File: src/rtl/mem_arb_pkg.sv
// mem_arb_pkg: shared types and constants for the table-memory arbiter.
// Bus widths come from the def.svh macros ADDR_BUS / DATA_BUS (defaults below).
`ifndef ADDR_BUS
`define ADDR_BUS 32
`endif
`ifndef DATA_BUS
`define DATA_BUS 32
`endif

package mem_arb_pkg;

  localparam int MEM_ARB_MAX_REQ = 8;
  localparam int ADDR_W = `ADDR_BUS;
  localparam int DATA_W = `DATA_BUS;
  localparam int IDX_W = 3;

  typedef logic [MEM_ARB_MAX_REQ-1:0] arb_vec_t;
  typedef logic [IDX_W-1:0] arb_idx_t;

  typedef enum logic [1:0] {
    ARB_IDLE,
    ARB_GRANT,
    ARB_GAP
  } arb_state_t;

endpackage

File: src/rtl/mem_arbiter_if.sv
// mem_arbiter_if: requester-side and memory-side bus of mem_arbiter.
// Modports: slave (arbiter), master (requesters + memory model).
interface mem_arbiter_if #(
  parameter int NUM_REQ = 4
);
  import mem_arb_pkg::*;

  logic [NUM_REQ-1:0] req_ce_i;
  logic [NUM_REQ-1:0] req_we_i;
  logic [NUM_REQ-1:0][ADDR_W-1:0] req_addr_i;
  logic [NUM_REQ-1:0][3:0] req_width_i;
  logic [NUM_REQ-1:0][DATA_W-1:0] req_data_i;
  logic [NUM_REQ-1:0] req_grant_o;
  logic [DATA_W-1:0] req_data_o;

  logic mem_ce_o;
  logic mem_we_o;
  logic [ADDR_W-1:0] mem_addr_o;
  logic [3:0] mem_width_o;
  logic [DATA_W-1:0] mem_data_o;
  logic [DATA_W-1:0] mem_data_i;

  modport slave (
    input  req_ce_i, req_we_i, req_addr_i,
    input  req_width_i, req_data_i, mem_data_i,
    output req_grant_o, req_data_o,
    output mem_ce_o, mem_we_o, mem_addr_o,
    output mem_width_o, mem_data_o
  );

  modport master (
    output req_ce_i, req_we_i, req_addr_i,
    output req_width_i, req_data_i, mem_data_i,
    input  req_grant_o, req_data_o,
    input  mem_ce_o, mem_we_o, mem_addr_o,
    input  mem_width_o, mem_data_o
  );

endinterface

File: src/rtl/rr_picker.sv
// rr_picker: combinational round-robin pick, searching from last_i+1.
// Ports: req_i, last_i in; win_o (one-hot), idx_o, valid_o out.
module rr_picker
  import mem_arb_pkg::*;
#(
  parameter int NUM_REQ = 4
) (
  input  logic [NUM_REQ-1:0] req_i,
  input  arb_idx_t           last_i,
  output logic [NUM_REQ-1:0] win_o,
  output arb_idx_t           idx_o,
  output logic               valid_o
);

  always_comb begin
    win_o   = '0;
    idx_o   = '0;
    valid_o = 1'b0;
    for (int k = 1; k <= NUM_REQ; k++) begin
      for (int i = 0; i < NUM_REQ; i++) begin
        if (!valid_o && req_i[i] &&
            i == (int'(last_i) + k) % NUM_REQ) begin
          valid_o  = 1'b1;
          idx_o    = arb_idx_t'(i);
          win_o[i] = 1'b1;
        end
      end
    end
  end

endmodule

File: src/rtl/mem_arbiter.sv
// mem_arbiter: round-robin, burst-locked owner of the single table-memory port.
// Ports: clk, rst (sync, high), bus (mem_arbiter_if.slave), timeout_o.
// Optional grant-hold timeout enabled by defining MEM_ARB_TIMEOUT_EN.
module mem_arbiter
  import mem_arb_pkg::*;
#(
  parameter int NUM_REQ  = 4,
  parameter int MAX_HOLD = 256
) (
  input  logic         clk,
  input  logic         rst,
  mem_arbiter_if.slave bus,
  output logic         timeout_o
);

  arb_state_t state_q, state_d;
  arb_idx_t   owner_q, owner_d;
  arb_idx_t   last_q, last_d;
  logic [NUM_REQ-1:0] grant_q, grant_d;
  logic [NUM_REQ-1:0] req_eff;
  logic [NUM_REQ-1:0] pick_win;
  arb_idx_t pick_idx;
  logic     pick_vld;

  logic              own_ce, own_we;
  logic [ADDR_W-1:0] own_addr;
  logic [3:0]        own_width;
  logic [DATA_W-1:0] own_data;
  logic              in_grant;

`ifdef MEM_ARB_TIMEOUT_EN
  logic [15:0]        hold_q, hold_d;
  logic [NUM_REQ-1:0] mask_q, mask_d;
  logic               tmo_q, tmo_d;

  // A revoked requester sits out until it lets go of ce.
  assign req_eff   = bus.req_ce_i & ~mask_q;
  assign timeout_o = tmo_q;
`else
  assign req_eff   = bus.req_ce_i;
  // Hold limit only matters in the timeout build.
  assign timeout_o = (MAX_HOLD < 0);
`endif

  rr_picker #(.NUM_REQ(NUM_REQ)) u_pick (
    .req_i   (req_eff),
    .last_i  (last_q),
    .win_o   (pick_win),
    .idx_o   (pick_idx),
    .valid_o (pick_vld)
  );

  always_comb begin
    own_ce    = 1'b0;
    own_we    = 1'b0;
    own_addr  = '0;
    own_width = '0;
    own_data  = '0;
    for (int i = 0; i < NUM_REQ; i++) begin
      if (owner_q == arb_idx_t'(i)) begin
        own_ce    = bus.req_ce_i[i];
        own_we    = bus.req_we_i[i];
        own_addr  = bus.req_addr_i[i];
        own_width = bus.req_width_i[i];
        own_data  = bus.req_data_i[i];
      end
    end
  end

  assign in_grant        = (state_q == ARB_GRANT);
  assign bus.mem_ce_o    = in_grant & own_ce;
  assign bus.mem_we_o    = in_grant & own_we;
  assign bus.mem_addr_o  = in_grant ? own_addr : '0;
  assign bus.mem_width_o = in_grant ? own_width : '0;
  assign bus.mem_data_o  = in_grant ? own_data : '0;
  assign bus.req_data_o  = bus.mem_data_i;
  assign bus.req_grant_o = grant_q;

  always_comb begin
    state_d = state_q;
    owner_d = owner_q;
    last_d  = last_q;
    grant_d = grant_q;
`ifdef MEM_ARB_TIMEOUT_EN
    hold_d = hold_q;
    mask_d = mask_q & bus.req_ce_i;
    tmo_d  = 1'b0;
`endif
    unique case (state_q)
      ARB_IDLE: begin
        if (pick_vld) begin
          state_d = ARB_GRANT;
          owner_d = pick_idx;
          last_d  = pick_idx;
          grant_d = pick_win;
`ifdef MEM_ARB_TIMEOUT_EN
          hold_d  = '0;
`endif
        end
      end
      ARB_GRANT: begin
        if (!own_ce) begin
          grant_d = '0;
          state_d = ARB_GAP;
        end
`ifdef MEM_ARB_TIMEOUT_EN
        else if (hold_q == 16'(MAX_HOLD - 1)) begin
          grant_d = '0;
          state_d = ARB_GAP;
          tmo_d   = 1'b1;
          mask_d  = mask_d | grant_q;
        end else begin
          hold_d = hold_q + 16'd1;
        end
`endif
      end
      ARB_GAP: state_d = ARB_IDLE;
      default: state_d = ARB_IDLE;
    endcase
  end

  always_ff @(posedge clk) begin
    if (rst) begin
      state_q <= ARB_IDLE;
      owner_q <= '0;
      last_q  <= arb_idx_t'(NUM_REQ - 1);
      grant_q <= '0;
`ifdef MEM_ARB_TIMEOUT_EN
      hold_q  <= '0;
      mask_q  <= '0;
      tmo_q   <= 1'b0;
`endif
    end else begin
      state_q <= state_d;
      owner_q <= owner_d;
      last_q  <= last_d;
      grant_q <= grant_d;
`ifdef MEM_ARB_TIMEOUT_EN
      hold_q  <= hold_d;
      mask_q  <= mask_d;
      tmo_q   <= tmo_d;
`endif
    end
  end

endmodule
File: src/flat_wrapper.sv
// flat-port wrapper written by rule: the top's interface ports become plain ports
module mem_arbiter_flat import mem_arb_pkg::*;
#(
  parameter int NUM_REQ  = 4,
  parameter int MAX_HOLD = 256
)
  (clk, rst, timeout_o, bus_req_ce_i, bus_req_we_i, bus_req_addr_i, bus_req_width_i, bus_req_data_i, bus_mem_data_i, bus_req_grant_o, bus_req_data_o, bus_mem_ce_o, bus_mem_we_o, bus_mem_addr_o, bus_mem_width_o, bus_mem_data_o);
  mem_arbiter_if #(.NUM_REQ(NUM_REQ)) bus_i ();
  input  logic clk;
  input  logic rst;
  output logic timeout_o;
  input wire logic [$bits(bus_i.req_ce_i)-1:0] bus_req_ce_i;
  input wire logic [$bits(bus_i.req_we_i)-1:0] bus_req_we_i;
  input wire logic [$bits(bus_i.req_addr_i)-1:0] bus_req_addr_i;
  input wire logic [$bits(bus_i.req_width_i)-1:0] bus_req_width_i;
  input wire logic [$bits(bus_i.req_data_i)-1:0] bus_req_data_i;
  input wire logic [$bits(bus_i.mem_data_i)-1:0] bus_mem_data_i;
  output wire logic [$bits(bus_i.req_grant_o)-1:0] bus_req_grant_o;
  output wire logic [$bits(bus_i.req_data_o)-1:0] bus_req_data_o;
  output wire logic [$bits(bus_i.mem_ce_o)-1:0] bus_mem_ce_o;
  output wire logic [$bits(bus_i.mem_we_o)-1:0] bus_mem_we_o;
  output wire logic [$bits(bus_i.mem_addr_o)-1:0] bus_mem_addr_o;
  output wire logic [$bits(bus_i.mem_width_o)-1:0] bus_mem_width_o;
  output wire logic [$bits(bus_i.mem_data_o)-1:0] bus_mem_data_o;
  assign bus_i.req_ce_i = bus_req_ce_i;
  assign bus_i.req_we_i = bus_req_we_i;
  assign bus_i.req_addr_i = bus_req_addr_i;
  assign bus_i.req_width_i = bus_req_width_i;
  assign bus_i.req_data_i = bus_req_data_i;
  assign bus_i.mem_data_i = bus_mem_data_i;
  assign bus_req_grant_o = bus_i.req_grant_o;
  assign bus_req_data_o = bus_i.req_data_o;
  assign bus_mem_ce_o = bus_i.mem_ce_o;
  assign bus_mem_we_o = bus_i.mem_we_o;
  assign bus_mem_addr_o = bus_i.mem_addr_o;
  assign bus_mem_width_o = bus_i.mem_width_o;
  assign bus_mem_data_o = bus_i.mem_data_o;
  mem_arbiter #(.NUM_REQ(NUM_REQ), .MAX_HOLD(MAX_HOLD)) u_core (.clk(clk), .rst(rst), .bus(bus_i), .timeout_o(timeout_o));
endmodule
File: config.mk
export PLATFORM = sky130hd
export DESIGN_NAME = mem_arbiter_flat
export DESIGN_NICKNAME = d
export VERILOG_FILES = /design/src/rtl/mem_arb_pkg.sv /design/src/rtl/mem_arbiter_if.sv /design/src/rtl/rr_picker.sv /design/src/rtl/mem_arbiter.sv /design/src/flat_wrapper.sv
export SDC_FILE = /design/constraint.sdc
export NUM_CORES = 1
export LEC_CHECK = 0
export CORE_AREA = 2 2 163 165
export CTS_CLUSTER_DIAMETER = 40
export DETAILED_ROUTE_END_ITERATION = 8
export DIE_AREA = 0 0 165 167
export GPL_ROUTABILITY_DRIVEN = 0
export PLACE_DENSITY = 0.44
export SYNTH_ARGS = -nofsm -noshare
export SYNTH_HDL_FRONTEND = slang
export SYNTH_SLANG_ARGS = --single-unit
File: constraint.sdc
create_clock -name clk -period 3.04 [get_ports clk]
set_clock_uncertainty 0.1 [all_clocks]
set_input_delay 0.608 -clock clk [delete_from_list [all_inputs] [get_ports clk]]
set_output_delay 0.608 -clock clk [all_outputs]
set_load 0.03 [all_outputs]
### After elaboration in Yosys (flattened, before gate mapping)

Index checks and enable logic that the tools add are counted.

| cells by class | value |
|---|---|
| $add $sub $neg | 4 |
| shift operators | 0 |
| reductions and logical operators | 60 |
| equality and inequality tests | 18 |
| $mul | 0 |
| bitwise operators | 6 |
| mux-type cells | 75 |
| div/mod/pow operators | 0 |
| order comparisons | 0 |

Operator list:

| operator | number |
|---|---|
| two-way mux 32 bit | 10 |
| logical NOT 32 bit | 4 |
| two-way mux 3 bit | 14 |
| two-way mux 1 bit | 40 |
| logical AND 1 bit | 31 |
| two-way mux 4 bit | 7 |
| equality test 3 bit (first input constant) | 8 |
| logical NOT 1 bit | 15 |
| equality test 2 x 3 -> 1 bit (first input constant) | 4 |
| case mux 4 bit (2 select lines) | 1 |
| OR reduction 2 bit | 4 |
| equality test 3 x 2 -> 1 bit (second input constant) | 2 |
| adder 2 x 1 -> 2 bit (second input constant) | 2 |
| adder 2 bit (second input constant) | 2 |
| AND 1 bit (first input constant) | 4 |
| two-way mux 2 bit | 2 |
| case mux 2 bit (2 select lines) | 1 |
| AND reduction 2 bit | 2 |
| equality test 3 x 1 -> 1 bit (second input constant) | 1 |
| logical NOT 3 bit | 1 |
| AND reduction 3 bit | 1 |
| AND 1 bit | 2 |
| equality test 2 x 1 -> 1 bit (second input constant) | 1 |
| logical NOT 2 bit | 1 |
| other kinds (3) | 3 |

| word-level totals | value |
|---|---|
| bits in read-only memories | 0 |
| memories kept | 0 |
| latch bits | 0 |
| bits in writable memories | 0 |
| register bits after elaboration | 11 |
| output and inout port bits | 107 |

### Depth between registers and ports, before layout

Gate-level depths: netlist of run 1.

| depth | value |
|---|---|
| depth after elaboration | 68 |
| gate-level depth with buffers | 5 |

### Cells and area by module

Synthesis of run 1 repeated with hierarchy kept, for this count alone.

| second synthesis, totals | value |
|---|---|
| cell total of the unflattened synthesis | 427 |
| area total of the unflattened synthesis | 2957.8 um2 |

By module, submodules not included:

| module | times used | area each (um2) | cells an instance | seq. area each (um2) |
|---|---|---|---|---|
| mem_arbiter | 1 | 2795.2 | 401 | 220.2 |
| rr_picker | 1 | 162.7 | 26 | 0.0 |

### Worst setup path before layout of run 1

No wires, ideal clock.

| timing path | value |
|---|---|
| path kind | flip-flop to output port |
| from | register u_core.owner_q[0] |
| to | output bus_mem_data_o[10] |
| arrival | 1.482 ns |
| path buffers | 2 |
| data required time | 2.332 ns |
| stages on the path, launching flop included | 5 |
| path slack | 0.850 ns |
| path through | dfxtp_1 buf_2 buf_2 mux4_2 nor2b_1 |

| between the ends | value |
|---|---|
| word-level cells in the longest chain between the ends | 6 |

Ends and longest elaborated chain:

| what | RTL line | text |
|---|---|---|
| start, declared | mem_arbiter.sv:17 | `arb_idx_t owner_q, owner_d;` |
| start signal, assigned | mem_arbiter.sv:135 | `owner_q <= owner_d;` |
| logical NOT 3 bit | mem_arbiter.sv:60 | `if (owner_q == arb_idx_t'(i)) begin` |
| two-way mux 32 bit (3 in a row) | mem_arbiter.sv:60 |  |
| two-way mux 32 bit (*) | mem_arbiter.sv:60 |  |
| two-way mux 32 bit (*) | mem_arbiter.sv:75 | `assign bus.mem_data_o = in_grant ? own_data : '0;` |
| end, declared | flat_wrapper.sv:24 | `output wire logic [$bits(bus_i.mem_data_o)-1:0] bus_mem_data_o;` |

Every way passes the cells marked *; elsewhere a longest branch is shown, timed or not.

### Worst setup path after layout of run 1

| timing path | value |
|---|---|
| from | register u_core.owner_q[0] |
| to | output bus_mem_data_o[26] |

Same word-level chain as after synthesis.

==> flow_metrics.py, run 1 <==
metrics = {
    "die": {
        "ios": 421,
        "rows": 59,
        "die_w_um": 165,
        "initial_core_util_pct": 11.2,
        "die_h_um": 167,
        "die_area_sq_mm": 0.0276,
        "core_area_sq_mm": 0.0258,
    },
    "power": {
        "totalPowerFinal_mw": 2.06,
        "pwr_density_cell_mw_per_mm2": 301,
        "peakVddDrop_v": 0.000117,
        "p_leak_nw": 2.99,
    },
    "outcome": {
        "outcome": "finished clean",
    },
    "synth": {
        "ys_types": 30,
        "yosysTopAreaCellShare_pct": 54.9,
        "synth-edff-count": 0,
        "yosys-top-cells-area": "mux4_2 55%, nor2b_1 15%, buf_4 10%",
        "synth_top_area_cell": "mux4_2",
        "netlist_area_sq_mm": 0.00287,
        "synth-main-ff-cell": "dfxtp_1",
        "syn_inst": 253,
        "synth-seq-cells": 10,
        "synthTopCellsByCount": "71 x nor2b_1, 70 x mux4_2, 39 x buf_4",
        "async_reset_ff_share_pct": 0,
        "ys_warn_count": 0,
        "yosysMostFrequentCell": "nor2b_1",
        "yosysSeqAreaShare_pct": 6.97,
        "avgSynthCellArea_sq_um": 11.4,
        "syn_nets": 567,
    },
    "worst_setup_path": {
        "r2r_slack_ns": 1.05,
        "critical-path-max-stage-delay_ns": 0.58,
        "regToRegEndpoint": "u_core.bus.req_grant_o[2]",
        "reg2reg_depth": 5,
        "start_kind": "flip-flop",
        "arrival_ns": 2.26,
        "regToRegStartpoint": "u_core.owner_q[0]",
        "end_kind": "output pin",
        "cp_max_fo": 26,
        "crit_type": "reg2out",
        "cp_cell_sequence": "buf_12 > mux4_2 > nor2b_1 > clkdlybuf4s50_1",
        "cp_slowest_cell": "clkdlybuf4s50_1",
        "required_ns": 2.33,
    },
    "min_path": {
        "worstHoldStart": "u_core.bus.req_grant_o[0]",
        "hold_class": "reg2reg",
        "whs_path_depth": 1,
        "hold_end": "u_core.bus.req_grant_o[0]",
    },
    "cells_and_area": {
        "final-seq-area_sq_um": 208,
        "multi_input_area_sq_mm": 0.00230,
        "num-fill-cells": 2662,
        "synthToLayoutAreaGrowth_pct": 138,
        "final_nets": 883,
        "final_layout_size_suffix_gt1_share_pct": 18.3,
        "design_area_sq_mm": 0.00684,
        "num_antenna_cells": 0,
    },
    "sta": {
        "worst_slack_ns": 0.0724,
        "slew_violations": 0,
        "hold_viol_final": 0,
        "max_freq_mhz": 337,
        "rsz0062_at_grt": "true",
        "setup_viol": 0,
        "post-route-period-util_pct": 97.6,
        "layout_min_cycle_time_ns": 2.97,
    },
    "route": {
        "via_count": 3477,
        "firstDrtPassIters": 4,
        "drt_iter0_drc": 77,
        "antenna_left": 0,
        "viasPerCell": 3.85,
        "wirelength_mm": 16.5,
        "drc": 0,
        "avgRoutedWirePerCell_um": 18.2,
    },
    "place": {
        "numPortBuffers": 355,
        "dpl-instance-area_sq_mm": 0.00664,
        "pre_cts_ws_ns": 0.0408,
        "dp_hpwl_mm": 14.3,
    },
    "clock_tree": {
        "cts-root-buf": "clkbuf_16",
        "postCtsSetupRepairBufs": 0,
        "cts_tree": "built",
        "cts-resized-gates": 1,
        "cts_sinks": 10,
        "cts_hold_buf": 0,
        "clkLatencyLatePin_ns": 0.24,
        "clkTransAtPathRegs_ns": 0.04,
        "clk_path_buf_depth": 2,
        "htreeDepth": 1,
        "cts-buffers-inserted": 3,
    },
    "global_route": {
        "antenna_found_initial": 0,
        "grt_pass1_wl_mm": 23.2,
        "grt_usage_pct": 11.1,
        "grt-ovfl-total": 0,
        "grt_start_max_net_pins": 31,
        "grt_pass1_vias": 3823,
    },
    "run": {
        "maxCapViolCount": 0,
    },
}
-- layout make-up --
cell class              count  area share (%)
repair buffers            370            55.9
multi-input cells         182            33.6
well taps                 335            6.13
flip-flops and latches     10            3.04
clock buffers               3            1.10
inverters                   2           0.110
clock inverters             1          0.0549
-- logic make-up after synthesis --
logic type / share of synthesized area (%)
other: 0.130
multiplexers: 54.9
flip-flops: 6.97
AO/OA/AOI/OAI: 6.14
buffers and inverters: 13.2
AND/OR/NAND/NOR: 18.7
-- per-layer routing --
layer,vias up,track usage (%),share of wire (%)
met4,0,2.84,1.5
met3,22,2.24,8.3
met2,180,20.2,52
met1,1692,13.2,38
met5,-,0,0
li1,1583,-,-
-- where the power goes --
group	internal, mW	switching, mW
clock	0.172	0.0594
sequential	0.150	0.0427
combinational	0.956	0.681
total	1.28	0.783
-- how the worst max path moves through the flow --
stage                             start                 end  slack, ns  depth (start not counted)
CTS                   u_core.owner_q[0]  bus_mem_addr_o[17]     0.0002                          4
detailed placement  bus_req_width_i[12]  bus_mem_width_o[0]       0.04                          4
global route          u_core.owner_q[0]  bus_mem_addr_o[24]      -0.05                          4
finish                u_core.owner_q[0]  bus_mem_data_o[26]       0.07                          4
global placement    bus_req_width_i[12]  bus_mem_width_o[0]       0.03                          4
floorplan             u_core.owner_q[0]  bus_mem_data_o[10]       0.85                          4
-- placed cells by master (no fill, tap or decap), drive strengths merged --
master         instances
nand2                  2
inv                    2
a21oi                  6
buf                   24
a21boi                 1
clkinv                 1
o21ai                  1
nor3                   3
o22ai                  2
nand3                  1
a2111o                 1
a211o                  2
or2                    1
dlygate4sd2            1
a32o                   2
nand2b                 4
mux4                  70
dlymetal6s2s          48
o22a                   1
a2bb2o                 1
clkbuf                 3
clkdlybuf4s50        297
o221ai                 2
conb                   1
nor2                   7
o2bb2ai                1
o21bai                 1
o21ba                  1
nor2b                 71
dfxtp                 10
-- metrics by stage --
stage	hold WS (ns)	cells	util, %	setup TNS, ns
after floorplan	0.437	253	-	0
after global routing	0.400	903	26.5	-0.241
final	0.367	903	26.5	0
after detailed placement	0.350	899	25.8	0
after CTS	0.372	903	26.1	0
after global placement	0.364	899	25.8	0
-- critical path, delay by kind of cell, from the launching register on --
kind,cells,cell delay [ns]
mux,1,0.53
flops,1,0.47
simple gates,1,0.14
buf+inv,2,0.84
-- sequential cells by signal, indices dropped and copies added, names as in the netlist --
register,flops
u_core.owner_q,2
u_core.state_q,2
u_core.bus.req_grant_o,4
u_core.last_q,2
No activity file was read; power rests on OpenSTA's default activity.
==> run 2: changes to the inputs <==
- GPL_TIMING_DRIVEN: unset -> 0
==> run 2 against run 1 <==
  * Setup slack worse by 0.0030 ns
  * Global-route usage grew 0.60 points
  * Register-to-register slack better by 0.21 ns
  * Critical path depth is the same
  * Via count increased by 10%
  * Routed wire length grew 6.4%
  * Clock power barely moved
  * Die area did not move
  * Combinational power grew 4%
  * Final area increased by 4.7%
  * Largest cell class unchanged
  * Largest power group unchanged
==> flow_metrics.py, run 2 (synthesis gave the netlist of run 1 again) <==
metrics = {
    "cells_and_area": {
        "final_layout_size_suffix_gt1_share_pct": 20.1,
        "num_antenna_cells": 0,
        "largest_register_ffs": 4,
        "final_cell_mix": "316 x clkdlybuf4s50_1, 71 x nor2b_1, 70 x mux4_2",
        "finalCoreUtilization_pct": 27.8,
        "synthToLayoutAreaGrowth_pct": 149,
        "layout_commonest_cell": "clkdlybuf4s50_1",
        "design_area_sq_mm": 0.00716,
        "final_nets": 957,
    },
    "run": {
        "maxCapViolCount": 0,
    },
    "clock_tree": {
        "postCtsSetupRepairBufs": 0,
        "clkTransAtPathRegs_ns": 0.04,
        "cts-resized-gates": 82,
        "cts_hold_buf": 0,
        "htreeDepth": 1,
        "cts-buffers-inserted": 3,
        "cts-root-buf": "clkbuf_16",
        "clk_path_buf_depth": 2,
        "clkLatencyLatePin_ns": 0.24,
        "cts_sinks": 10,
        "cts_tree": "built",
    },
    "die": {
        "rows": 59,
        "ios": 421,
        "die_h_um": 167,
        "initial_core_util_pct": 11.2,
        "core_area_sq_mm": 0.0258,
        "die_area_sq_mm": 0.0276,
        "die_w_um": 165,
    },
    "worst_setup_path": {
        "crit_type": "in2out",
        "reg2reg_depth": 5,
        "end_kind": "output pin",
        "required_ns": 2.33,
        "start_kind": "input pin",
        "r2r_slack_ns": 1.26,
        "regToRegStartpoint": "u_core.owner_q[0]",
        "arrival_ns": 2.26,
        "cp_max_fo": 8,
        "cp-endpoint": "bus_mem_ce_o",
        "regToRegEndpoint": "u_core.bus.req_grant_o[2]",
        "crit_start": "bus_req_ce_i[1]",
    },
    "global_route": {
        "antenna_found_initial": 0,
        "grt_pass1_wl_mm": 24.5,
        "grt_start_max_net_pins": 11,
        "grt-ovfl-total": 0,
        "grt_pass1_vias": 4209,
        "grt_usage_pct": 11.7,
    },
    "route": {
        "firstDrtPassIters": 4,
        "drt_iter0_drc": 116,
        "antenna_left": 0,
        "drc": 0,
        "avgRoutedWirePerCell_um": 18.0,
        "via_count": 3829,
        "viasPerCell": 3.92,
        "wirelength_mm": 17.5,
    },
    "sta": {
        "max_freq_mhz": 337,
        "slew_headroom_pct": 63.9,
        "finalSetupTns_ns": 0,
        "layout_min_cycle_time_ns": 2.97,
        "max_slew.worst_pin.slew_ns": 0.541,
        "post-route-period-util_pct": 97.7,
        "hold_viol_final": 0,
        "rsz0062_at_grt": "false",
        "setup_viol": 0,
        "slew_violations": 0,
    },
    "place": {
        "dp_hpwl_mm": 15.5,
        "numPortBuffers": 386,
        "dpl-instance-area_sq_mm": 0.00716,
    },
    "power": {
        "peakVddDrop_v": 0.000135,
        "pwr_density_cell_mw_per_mm2": 294,
        "p_leak_nw": 2.74,
    },
    "min_path": {
        "hold_class": "reg2reg",
    },
    "outcome": {
        "outcome": "finished clean",
    },
}
## run 2: stage by stage
stage | hold WS, ns | worst slack, ns | std cells | power (mW)
after floorplan | 0.437 | 0.850 | 253 | 1.17
after global placement | 0.360 | -0.258 | 974 | 1.97
after detailed placement | 0.365 | -0.267 | 974 | 1.99
after CTS | 0.376 | 0.0790 | 976 | 2.13
after global routing | 0.392 | 0.0417 | 976 | 2.22
final | 0.367 | 0.0694 | 976 | 2.10
## run 2: metal layers
metal | vias to the layer above | global-route usage [%] | part of all wire [%]
li1 | 1727 | - | -
met3 | 15 | 2.09 | 8.0
met2 | 219 | 22.0 | 52
met5 | - | 0 | 0
met4 | 0 | 2.80 | 1.4
met1 | 1868 | 13.5 | 38
## run 2: how the worst min path moves through the flow
stage / from / endpoint / slack, ns / cells after the start
finish: u_core.bus.req_grant_o[1] / u_core.bus.req_grant_o[1] / 0.37 / 1
global route: u_core.bus.req_grant_o[1] / u_core.bus.req_grant_o[1] / 0.39 / 1
CTS: u_core.bus.req_grant_o[1] / u_core.bus.req_grant_o[1] / 0.38 / 1
detailed placement: u_core.bus.req_grant_o[0] / u_core.bus.req_grant_o[0] / 0.36 / 1
global placement: u_core.bus.req_grant_o[0] / u_core.bus.req_grant_o[0] / 0.36 / 1
floorplan: u_core.last_q[0] / u_core.last_q[0] / 0.44 / 2
## run 2: layout make-up
class	count	area, sq um
Timing Repair Buffer	386	3780
Fill cell	2724	18600
Tap cell	335	419
Buffer	58	383
Sequential cell	10	200
Clock buffer	3	75.1
Inverter	2	7.51
Multi-Input combinational cell	182	2300
## run 2: where the power goes
part / switching [mW] / internal, mW
registers: 0.0110 / 0.148
logic: 0.781 / 0.934
clock network: 0.0583 / 0.170
## run 2: worst max-delay path, stage by stage
cell and delay [ns]:
clkdlybuf4s50_1 0.56, mux4_2 0.58, nor2b_1 0.19, clkdlybuf4s15_2 0.32
==> run 3: changes to the inputs <==
--- a/constraint.sdc
+++ b/constraint.sdc
@@ -3,3 +3,3 @@
 set_input_delay 0.608 -clock clk [delete_from_list [all_inputs] [get_ports clk]]
 set_output_delay 0.608 -clock clk [all_outputs]
-set_load 0.03 [all_outputs]
+set_load 0.1 [all_outputs]
==> run 3 against run 2 <==
  * Sequential cell count unchanged
  * Worst hold slack improved by 0.0058 ns
  * Non-clock buffer count unchanged
  * Critical path depth unchanged
  * Sequential share of layout area about the same
  * Power increased by 41%
  * Global-route usage decreased by 0.21 points
  * Critical path type unchanged
  * Critical endpoint unchanged
  * Largest cell class unchanged
==> flow_metrics.py, run 3 (synthesis gave the netlist of run 1 again) <==
metrics = {
    "cells_and_area": {
        "largest_register_ffs": 4,
        "layout_commonest_cell": "clkdlybuf4s50_1",
        "final_cell_mix": "316 x clkdlybuf4s50_1, 72 x buf_2, 70 x mux4_2",
        "synthToLayoutAreaGrowth_pct": 146,
        "final_layout_size_suffix_gt1_share_pct": 41.8,
        "final-seq-area_sq_um": 200,
        "num-fill-cells": 2670,
        "multi_input_area_sq_mm": 0.00247,
        "num_antenna_cells": 0,
        "final_nets": 957,
    },
    "worst_setup_path": {
        "arrival_ns": 2.22,
        "cp_max_fo": 7,
        "start_kind": "input pin",
        "cp_cell_sequence": "clkdlybuf4s50_1 > mux4_2 > nor2b_1 > clkbuf_4",
        "end_kind": "output pin",
        "critical-path-max-stage-delay_ns": 0.59,
        "crit_type": "in2out",
        "required_ns": 2.33,
        "cp_slowest_cell": "mux4_2",
    },
    "place": {
        "numPortBuffers": 386,
        "pre_cts_ws_ns": -0.625,
        "dp_hpwl_mm": 14.9,
    },
    "run": {
        "maxCapViolCount": 0,
    },
    "global_route": {
        "grt_usage_pct": 11.5,
        "grt_pass1_wl_mm": 24.4,
        "grt-ovfl-total": 0,
        "grt_pass1_vias": 4141,
        "antenna_found_initial": 2,
        "grt_start_max_net_pins": 11,
    },
    "sta": {
        "setup_viol": 0,
        "rsz0062_at_grt": "false",
        "layout_min_cycle_time_ns": 2.93,
        "post-route-period-util_pct": 96.2,
        "slew_headroom_pct": 30.5,
        "max_slew.worst_pin.slew_ns": 1.04,
        "slew_violations": 0,
        "worst_slack_ns": 0.115,
        "max_freq_mhz": 342,
        "hold_viol_final": 0,
    },
    "clock_tree": {
        "cts_tree": "built",
        "cts_sinks": 10,
        "htreeDepth": 1,
        "clkLatencyLatePin_ns": 0.24,
        "clk_path_buf_depth": 2,
        "cts-buffers-inserted": 3,
        "cts_hold_buf": 0,
        "cts-root-buf": "clkbuf_16",
        "clkTransAtPathRegs_ns": 0.04,
        "postCtsSetupRepairBufs": 0,
    },
    "power": {
        "p_leak_nw": 2.66,
        "pwr_density_cell_mw_per_mm2": 419,
        "totalPowerFinal_mw": 2.96,
        "peakVddDrop_v": 0.000165,
    },
    "route": {
        "firstDrtPassIters": 4,
        "wirelength_mm": 17.2,
        "viasPerCell": 3.88,
        "drt_iter0_drc": 86,
        "drc": 0,
        "antenna_left": 0,
        "avgRoutedWirePerCell_um": 17.6,
        "via_count": 3786,
        "wl_met3_mm": 1.77,
        "wl_met2_mm": 9.16,
        "met1Wirelength_mm": 6.00,
        "top_layer": "met5",
    },
    "die": {
        "initial_core_util_pct": 11.2,
        "core_area_sq_mm": 0.0258,
        "die_w_um": 165,
        "ios": 421,
        "die_h_um": 167,
        "die_area_sq_mm": 0.0276,
        "rows": 59,
    },
    "min_path": {
        "hold_class": "reg2reg",
    },
    "outcome": {
        "outcome": "finished clean",
    },
}
[run 3: final timing paths]
check / start / to / slack (ns) / cells past startpoint
max: bus_req_ce_i[3] / bus_mem_ce_o / 0.11 / 4
min: u_core.bus.req_grant_o[1] / u_core.bus.req_grant_o[1] / 0.37 / 1
max reg2reg: u_core.owner_q[0] / u_core.bus.req_grant_o[2] / 1.22 / 5
min reg2reg: u_core.bus.req_grant_o[1] / u_core.bus.req_grant_o[1] / 0.37 / 1
[run 3: what timing repair did]
item                                    4_1_cts  5_1_grt
gates cloned                                  0        0
gates resized for setup                     348       13
endpoints found under the setup margin       70        7
[run 3: layer usage]
layer | vias to the layer above | track usage (%)
li1 | 1734 | -
met1 | 1796 | 12.6
met2 | 231 | 22.2
met3 | 21 | 3.14
met4 | 4 | 1.70
met5 | - | 0
[run 3: stage by stage]
stage / instance area (sq um) / hold WS, ns / instances / setup TNS, ns / util (%)
global placement: 7330 / 0.356 / 974 / -33.45 / 28.4
floorplan: 3050 / 0.437 / 253 / 0 / -
finish: 7070 / 0.373 / 976 / 0 / 27.4
CTS: 7100 / 0.385 / 976 / -0.0361 / 27.6
global route: 7070 / 0.393 / 976 / 0 / 27.4
detailed placement: 7330 / 0.369 / 974 / -35.85 / 28.4
[run 3: power by group]
| part | internal (mW) | switching, mW |
|---|---|---|
| combinational | 0.942 | 1.63 |
| sequential | 0.148 | 0.0108 |
| clock | 0.171 | 0.0620 |
[run 3: worst max-delay path: cells and delay by family]
family | cells | cell delay [ns]
multiplexers | 1 | 0.59
buffers and inverters | 2 | 0.83
AND/OR/NAND/NOR | 1 | 0.18
[run 3: cell type report]
type | count | area share [%]
timing repair buffer | 386 | 49.7
sequential | 10 | 2.83
clock buffer | 3 | 1.06
inverter | 2 | 0.106
tap | 335 | 5.93
multi-input combinational | 182 | 34.9
buffer | 58 | 5.40
==> patch, RTL diff (settings of run 1) <==
Add a define of `MEM_ARB_TIMEOUT_EN`.
--- a/src/rtl/mem_arbiter.sv
+++ b/src/rtl/mem_arbiter.sv
@@ -3,2 +3,4 @@
 // Optional grant-hold timeout enabled by defining MEM_ARB_TIMEOUT_EN.
+`define MEM_ARB_TIMEOUT_EN
+
 module mem_arbiter
Check against the original RTL: not settled (the Yosys comparison gave no result); the edit may change what the design does.
==> patch against run 1 <==
- count of clock-buffer cells in the layout rose by 3
- sequential cell count rose by 21
- sequential share of layout area grew 4.8 points
- routed wire length up 22%
- cell area rose by 17%
- total power increased to 2.6 times the old value
- synthesized area rose by 38%
- worst setup slack worse by 0.051 ns
- combinational power grew to 2.7 times the old value
- core utilization rose by 4.4 points
- critical path type is now in -> out
- largest cell class unchanged
==> patch: results <==
export IMPL_finalHoldViolations=0
export IMPL_yosys_top_cells_area="mux4_2 39%, dfxtp_1 16%, and2_1 11%, buf_4 6.1%, a211oi_1 2.3%"
export IMPL_crit_fanout=1
export IMPL_power_leakage_nw=2.82
export IMPL_vias=4482
export IMPL_clock_latency_ns=0.27
export IMPL_cts_buffers=5
export IMPL_antenna_found_initial=1
export IMPL_outcome="finished clean"
export IMPL_grt_usage=0.138
export IMPL_synth_nets=700
export IMPL_fill_cells=2636
export IMPL_io_buffer_count=356
export IMPL_wl_per_cell_um=19.4
export IMPL_grt_max_degree=43
export IMPL_drt_first_pass_iters=4
export IMPL_arrival_ns=2.31
export IMPL_grt_pass1_wl_mm=29.0
export IMPL_vias_per_cell=4.31
export IMPL_syn_avg_cell_area_um2=10.3
export IMPL_irDropWorstVdd_mv=0.331
export IMPL_grt_pass1_vias=4754
export IMPL_synth_cell_type_count=48
export IMPL_largest_reg_flops=16
export IMPL_drt_iter0_drc=201
export IMPL_placed_cells=1031
export IMPL_drive_gt1_frac=0.168
export IMPL_h_tree_depth=2
export IMPL_seq_area_frac_synth=0.157
export IMPL_yosys_warnings=0
export IMPL_top_register="u_core.hold_q"
export IMPL_dp_hpwl_mm=17.0
export IMPL_clk_pin_slew_ns=0.05
export IMPL_ys_top_cells_by_count="71 x and2_1, 69 x mux4_2, 32 x buf_4, 31 x dfxtp_1"
export IMPL_placed_area_mm2=0.00779
patch: worst paths after layout:
path	depth (start not counted)	slack, ns	end	start
max	4	0.02	bus_mem_data_o[3]	bus_req_data_i[3]
min	2	0.37	u_core.mask_q[0]$_SDFF_PP0_	u_core.mask_q[0]$_SDFF_PP0_
max reg2reg	9	0.64	u_core.bus.req_grant_o[2]$_SDFFE_PP0P_	u_core.owner_q[0]$_SDFFE_PP0P_
min reg2reg	2	0.37	u_core.mask_q[0]$_SDFF_PP0_	u_core.mask_q[0]$_SDFF_PP0_
patch: final cells by class:
type                            count  area share
Clock buffer                        6      0.0174
Timing Repair Buffer              376       0.479
Inverter                            4     0.00188
Multi-Input combinational cell    286       0.370
Tap cell                          335      0.0526
Sequential cell                    31      0.0788
Clock inverter                      1    0.000628
patch: power by group:
group | switching [W] | internal, W | leakage (nW) | total, W
Clock | 0.000171 | 0.000319 | 0.0727 | 0.000490
Sequential | 0.000116 | 0.000472 | 0.253 | 0.000588
Combinational | 0.00210 | 0.00227 | 2.49 | 0.00437
patch: worst min-delay path, stage by stage (launching register included):
cell	delay (ns)
dfxtp_1	0.30
nand2_1	0.05
o21ai_0	0.06
patch: routing by layer:
layer / up-vias / routed length, um / track usage
met4: 2 / 226 / 0.0185
met1: 2200 / 7800 / 0.161
met2: 182 / 10700 / 0.259
li1: 2078 / - / -
met3: 20 / 1470 / 0.0324
met5: - / 15 / 0
patch: timing repair:
item                                    CTS  global route
setup buffers                             1             0
endpoints found under the setup margin   39             9
resized for setup                         1             9
patch: metrics by stage:
step | power [W] | worst slack [ns] | hold WS (ns) | utilization
global route | 0.00580 | 0.00363 | 0.417 | 0.310
floorplan | 0.00332 | 0.558 | 0.338 | -
CTS | 0.00557 | 0.0220 | 0.371 | 0.309
global placement | 0.00501 | -0.00633 | 0.353 | 0.302
finish | 0.00545 | 0.0212 | 0.367 | 0.310
detailed placement | 0.00503 | -0.0237 | 0.364 | 0.302
patch: cell families (layout without fill, tap and decap cells):
family	Yosys count	count (layout)	share of synthesized area
and+or+nand+nor	144	144	0.212
muxes	71	71	0.397
buffers and inverters	68	387	0.101
AOI/OAI and AO/OA	60	60	0.108
DFF	31	31	0.157
xor gates and xnor gates	10	10	0.0221
adders and majority gates	1	1	0.00316
